### config.mk
export PLATFORM = sky130hd
export DESIGN_NAME = imem_responder
export DESIGN_NICKNAME = d
export VERILOG_FILES = /design/src/rtl/imem_responder.sv
export SDC_FILE = /design/constraint.sdc
export NUM_CORES = 2
export LEC_CHECK = 0
export CAP_MARGIN = 20
export CORE_MARGIN = 5
export CORE_UTILIZATION = 40
export DETAILED_ROUTE_END_ITERATION = 16
export PLACE_DENSITY_LB_ADDON = 0.12
export SYNTH_ARGS = -nofsm -noshare
export SYNTH_HDL_FRONTEND = slang
export SYNTH_SLANG_ARGS = --single-unit
### constraint.sdc
create_clock -name clk -period 6.5 [get_ports clk]
set_clock_uncertainty 0.15 [all_clocks]
set_input_delay 1.95 -clock clk [delete_from_list [all_inputs] [get_ports clk]]
set_output_delay 1.95 -clock clk [all_outputs]
set_load 0.01 [all_outputs]
### src/rtl/imem_responder.sv
// imem_responder
//   Instruction-memory responder for a fetch stage. It accepts one byte
//   address at a time, waits WAIT cycles, then holds a registered response
//   until the fetch stage consumes it. A new request can be accepted on the
//   same edge that consumes a response, so there is no idle bubble. A
//   program-load write port fills the memory in any FSM state.
//
// Parameters
//   N      request address width in bits
//   DEPTH  memory size in 32-bit words
//   WAIT   wait-state cycles per access (0..15)
//
// Ports
//   clk        sole clock, rising edge
//   reset      asynchronous, active-low reset (memory contents are kept)
//   req_valid  fetch stage presents req_addr
//   req_addr   byte address of the requested instruction
//   req_ready  request accepted on this edge if req_valid is high
//   rsp_valid  rsp_instr / rsp_addr / rsp_err are valid
//   rsp_ready  fetch stage consumes the response
//   rsp_instr  instruction word (0 on error)
//   rsp_addr   address that produced this response
//   rsp_err    misaligned or out-of-range access
//   prog_we    program-load write enable
//   prog_addr  word index for program load
//   prog_data  word to write
module imem_responder #(
    parameter int N     = 64,
    parameter int DEPTH = 64,
    parameter int WAIT  = 2
) (
    input  logic                     clk,
    input  logic                     reset,
    input  logic                     req_valid,
    input  logic [N-1:0]             req_addr,
    output logic                     req_ready,
    output logic                     rsp_valid,
    input  logic                     rsp_ready,
    output logic [31:0]              rsp_instr,
    output logic [N-1:0]             rsp_addr,
    output logic                     rsp_err,
    input  logic                     prog_we,
    input  logic [$clog2(DEPTH)-1:0] prog_addr,
    input  logic [31:0]              prog_data
);

    localparam int AW = $clog2(DEPTH);

    typedef enum logic [1:0] {
        ST_IDLE,
        ST_WAIT,
        ST_RESP
    } state_t;

    state_t         state;
    logic [3:0]     cnt_p0;
    logic [N-1:0]   addr_p0;
    logic [31:0]    mem [DEPTH];

    // Misaligned byte address or word index beyond the memory.
    function automatic logic addr_err(input logic [N-1:0] a);
        return (a[1:0] != 2'b00) || ((a >> 2) >= N'(DEPTH));
    endfunction

    // Word index used for the memory read; only meaningful when addr_err is 0.
    function automatic logic [AW-1:0] word_idx(input logic [N-1:0] a);
        return a[AW+1:2];
    endfunction

    // Program load. No reset: contents survive a reset pulse.
    always_ff @(posedge clk) begin
        if (prog_we) begin
            mem[prog_addr] <= prog_data;
        end
    end

    // The response may be consumed and a new request accepted on one edge.
    assign req_ready = (state == ST_IDLE) || ((state == ST_RESP) && rsp_ready);

    // Request capture -> wait countdown -> registered response.
    // The memory read below samples mem before any write on the same edge,
    // so a program-load write to the word being fetched returns the old word.
    always_ff @(posedge clk or negedge reset) begin
        if (!reset) begin
            state     <= ST_IDLE;
            cnt_p0    <= 4'd0;
            addr_p0   <= '0;
            rsp_valid <= 1'b0;
            rsp_instr <= 32'h0;
            rsp_addr  <= '0;
            rsp_err   <= 1'b0;
        end else begin
            case (state)
                ST_IDLE: begin
                    if (req_valid) begin
                        addr_p0 <= req_addr;
                        cnt_p0  <= 4'(WAIT);
                        state   <= ST_WAIT;
                    end
                end
                ST_WAIT: begin
                    if (cnt_p0 == 4'd0) begin
                        state     <= ST_RESP;
                        rsp_valid <= 1'b1;
                        rsp_addr  <= addr_p0;
                        rsp_err   <= addr_err(addr_p0);
                        rsp_instr <= addr_err(addr_p0) ? 32'h0 : mem[word_idx(addr_p0)];
                    end else begin
                        cnt_p0 <= cnt_p0 - 4'd1;
                    end
                end
                ST_RESP: begin
                    if (rsp_ready) begin
                        rsp_valid <= 1'b0;
                        if (req_valid) begin
                            addr_p0 <= req_addr;
                            cnt_p0  <= 4'(WAIT);
                            state   <= ST_WAIT;
                        end else begin
                            state <= ST_IDLE;
                        end
                    end
                end
                default: begin
                    state <= ST_IDLE;
                end
            endcase
        end
    end

endmodule

=== Word-level counts from Yosys, hierarchy flattened ===
Memories as Yosys holds them, arrays and structs flattened.
Index checks and enable logic that the tools add are counted.

* Add/sub/neg operators: 1
* Reductions and logical operators: 14
* $lt $le $gt $ge: 1
* Equal/unequal tests: 6
* Muxes and demuxes: 18

{| class="wikitable"
|+ Operators by type and width
! cell !! count
|-
| $mux W64 || 2
|-
| $pmux W64 S2 || 1
|-
| $ge A62 B7 Y1 const B || 1
|-
| $mux W32 || 1
|-
| $mux W4 || 3
|-
| $pmux W4 S3 || 1
|-
| $reduce_and A3 Y1 || 3
|-
| $ne A2 B2 Y1 const B || 4
|-
| $mux W2 || 3
|-
| $pmux W2 S3 || 1
|-
| $reduce_bool A2 Y1 || 3
|-
| $mux W1 || 5
|-
| $logic_not A4 Y1 || 1
|-
| $reduce_and A2 Y1 || 2
|-
| $sub A4 B1 Y4 const B || 1
|-
| $reduce_bool A3 Y1 || 1
|-
| $eq A2 B1 Y1 const B || 1
|-
| $eq A2 B2 Y1 const B || 1
|-
| $logic_not A2 Y1 || 1
|-
| $logic_or A1 B1 Y1 || 2
|-
| $pmux W1 S2 || 1
|-
| $logic_and A1 B1 Y1 || 1
|}

* Word-level logic and storage cells: 48
* Memories: 1
* Bits in registers: 168
* Memory bits (writable): 2048
* Input port bits: 107

{| class="wikitable"
|+ Memories
! name !! words !! bits a word !! read ports !! clocked after Yosys merged registers in !! wr ports !! RTL line !! source
|-
| mem || 64 || 32 || 1 || 0 || 1 || 58 || <nowiki>logic [31:0] mem [DEPTH];</nowiki>
|}

=== Logic depth before layout (Yosys ltp) ===
* Depth after elaboration: 3
* Depth in mapped cells: 12
* Gate-level depth less buffers: 8

=== Worst setup path after synthesis ===
OpenSTA, ideal clock, no wires.

* Kind: input to register
* Start point: input prog_addr[5]
* End point: memory mem[48][0] (enable)
* Arrival: 4.836 ns
* Path buffers: 1
* Library setup time: 0.461 ns
* Data required time: 5.889 ns
* Stages: 4
* Slack: 1.053 ns
* Cells stage by stage: clkbuf_1 > nand3_1 > or3_1 > nor3_1

{| class="wikitable"
|+ RTL lines
! what !! RTL line !! source
|-
| start, declared || 43 || <nowiki>input logic [$clog2(DEPTH)-1:0] prog_addr,</nowiki>
|-
| end, declared || 58 ||
|}

No word-level cell before the write port.

=== Worst setup path after layout ===
* Start point: input rsp_ready
* End point: output req_ready

* Word-level cells in the longest chain between the ends: 2

{| class="wikitable"
|+ Ends and longest elaborated chain
! what !! RTL line !! source
|-
| start, declared || 38 || <nowiki>input logic rsp_ready,</nowiki>
|-
| $logic_and A1 B1 Y1 || 78 || <nowiki>assign req_ready = (state == ST_IDLE) || ((state == ST_RESP) && rsp_ready);</nowiki>
|-
| $logic_or A1 B1 Y1 || 78 ||
|-
| end, declared || 36 || <nowiki>output logic req_ready,</nowiki>
|}

Every way passes these cells.

==> summary.md <==
| Metric | Value |
|---|---|
| Status | completed |
| Area grow syn2layout | 15.10% |
| Die height | approximately 470 um |
| Top cell type's share of synthesized area | a little under three quarters |
| Min cycle time layout | approximately 5.4 ns |
| DR iter-0 viols | about 4200 |
| Routability cong. | 0.7908 |
| Synth Register Bits | 2216 |
| Hold WS | 0.3357 ns |
| Combinational power share | between 20% and 30% |
| Max cap viols | 0 |
| First-pass GRT wire length | ~340000 um |
| Seq/Total Area, Yosys | about three quarters |
| Drt wl/cell | 32.36 um |
| Antenna viol nets, final | 0 |
| Post-synth EDFFs | 2048 |
| CP arrival | approximately 3.3 ns |
| Placeable Area | between 200000 and 250000 um^2 |
| LEAKAGE | 0.03189 uW |
| Total gr overflow | 0 |
| Row cnt | between 150 and 200 |
| Initial antenna violation count | 31 |
| Sw frac | between 30% and 40% |
| Top cells by area, synth | edfxtp_1 (72%), mux4_2 (10%), dfrtp_1 (4.9%) |
| Hold-fix buffers at CTS | 0 |
| Clock transition at the registers of the reported paths | 0.06 ns |
| Skew-Pair Late Insertion Delay | roughly 0.86 ns |
| WP data required | approximately 4.4 ns |
| H-Tree Depth | 4 |
| Post-Route WL | around 240000 um |
| CTS Root Cell | clkbuf_16 |
| Hpwl dp | approximately 150000 um |
| DRT Pass-1 Iters | 5 |
| Via density | between 5 and 6 |
| Max-slew headroom | about a fifth |
| Final Net Count | about 4500 |
| Post CTS Setup Buffer Count | 0 |
| Total CTS buffers | ~230 |
| Port Buffers | about 200 |
| Switching Power | ~13000 uW |
| CTS tree | done |
| Fin Setup TNS | 0 ns |
| Worst setup SP type | primary input |
| Period utilization | just over 80% |
| Die width | between 400 and 500 um |
| Vias in the first global route | approximately 42000 |
| PwrDens | roughly 420 nW/um^2 |
| Final count of hold timing violations | 0 |
| Netlist Area Pre-Place | approximately 86000 um^2 |
| Via count | 41860 |
| Clk network pwr share | just over 30% |
| Crit Path Max Fanout | 2 |
| Initial Utilization | 40.06% |
| All-Layer GR Usage | 21.41% |
| RSZ-0062 raised after global routing | no |
| Die area | 223700 um^2 |
| Dominant synthesized flop cell | edfxtp_1 |
| Area leader, netlist | edfxtp_1 |
| Largest net degree at the start of global routing | around 130 |
| Pint | between 20000 and 30000 uW |
| VDD IR-drop max | between 200 and 300 uV |
| Hold/Removal Path Class | reg -> reg |
| Slew Viols, Final | 0 |
| Clk sinks | 2216 |
| Ys async rst share | 7.581% |
| Synthesis warning total | 0 |
| Crit path kind | in -> out |
| Syn_nets | approximately 4200 |
| Critical Path Sink Type | primary output |
| Pin slew with the least headroom to its limit | 1.204 ns |
| Drc violations | 0 |
| Gate count after technology mapping | between 4000 and 5000 |
| CTS max path bufs | 3 |
| Share of layout cells above drive strength 1 | roughly a quarter |
| Post-CTS sizing | 0 |
| Fmax | roughly 190 MHz |
| Setup Viol. Count Final | 0 |
| Netlist cell types | 53 |
| I/O pin total | 206 |
| Syn avg cell area | 21.11 um^2 |
| Reg power frac | 40.5% |
critical path, stage by stage:
cell and delay, ns:
clkdlybuf4s50_1 0.49, inv_1 0.06, a21oi_1 0.20, clkdlybuf4s50_1 0.58
layer usage:
layer,vias up,GRT usage [%],share of wire (%)
met5,-,0,0
met1,22660,30.08,43
met2,1304,35.04,49
met4,0,5.335,2.4
met3,257,3.696,5.9
li1,17640,-,-
cell families (layout without fill, tap and decap cells):
logic type | after synthesis | count (layout) | share of synthesized area [%]
buf+inv | 246 | 793 | 1.937
xor+xnor | 2 | 2 | 0.02044
compound gates | 402 | 402 | 3.528
fa+ha+maj | 2 | 2 | 0.02919
simple gates | 326 | 326 | 1.832
flops | 2216 | 2216 | 76.65
mux | 866 | 866 | 16.00
other cells | 0 | 15 | 0
through the flow:
| stage | cell area [um^2] | std cells | setup WS, ns | utilization [%] | power [uW] |
|---|---|---|---|---|---|
| after floorplan | 85720 | 4060 | 1.053 | - | 24450 |
| after global placement | 91410 | 7011 | 1.081 | 42.72 | 29080 |
| after detailed placement | 91480 | 7016 | 1.101 | 42.75 | 29170 |
| after CTS | 98620 | 7444 | 1.098 | 46.09 | 41750 |
| after global routing | 98640 | 7451 | 1.041 | 46.10 | 42810 |
| final | 98670 | 7460 | 1.123 | 46.11 | 41210 |
cell usage after synthesis, drive strengths merged (17+ instances only):
| cell type | instances |
|---|---|
| a21oi | 64 |
| a221oi | 82 |
| a22oi | 57 |
| buf | 145 |
| clkbuf | 96 |
| dfrtp | 168 |
| edfxtp | 2048 |
| mux2 | 127 |
| mux2i | 348 |
| mux4 | 391 |
| nand2 | 73 |
| nand2b | 48 |
| nand3 | 43 |
| nor2 | 92 |
| nor3 | 17 |
| o211ai | 21 |
| o21ai | 89 |
power by group through the flow:
stage               logic (uW)  registers (uW)  clock network (uW)
global route             12600           16700               13500
detailed placement       12200           17000                   0
floorplan                 7720           16700                   0
finish                   11900           16700               12600
CTS                      12200           16700               12900
global placement         12100           17000                   0
cells in the final DEF, fill, tap and decap left out, types with 66 or more instances in the layout:
cell | Yosys | routed
clkdlybuf4s50_1 | 0 | 172
mux4_2 | 391 | 391
nand2_1 | 73 | 73
edfxtp_1 | 2048 | 2048
a221oi_1 | 66 | 66
mux2_2 | 127 | 127
mux2i_1 | 348 | 348
clkbuf_16 | 0 | 231
buf_4 | 28 | 161
dfrtp_1 | 168 | 162
final timing paths:
path	from	to	slack, ns	cells after the start
worst min-delay path	rsp_instr[28]	rsp_instr[28]	0.34	2
worst min register to register	rsp_instr[28]	rsp_instr[28]	0.34	2
min in group asynchronous	reset	addr_p0[12]	1.01	1
worst max register to register	addr_p0[3]	rsp_instr[11]	2.32	9
max in group asynchronous	reset	rsp_addr[44]	4.19	2
worst max-delay path	rsp_ready	req_ready	1.12	4
final cells by class:
cell class | instances | area [um^2]
Multi-Input combinational cell | 1598 | 18870
Timing Repair Buffer | 360 | 3324
Fill cell | 18110 | 115300
Inverter | 5 | 20.02
Clock buffer | 291 | 6066
Clock inverter | 137 | 1077
Antenna cell | 15 | 37.54
Sequential cell | 2216 | 65720
Tap cell | 2838 | 3551
flip-flops by register name (all words and copies together), names as in the netlist:
signal	cells
rsp_addr	64
rsp_instr	32
addr_p0	64
rsp_valid	1
mem	2048
rsp_err	1
state	2
cnt_p0	4
Power figures use the tool's default switching activity.
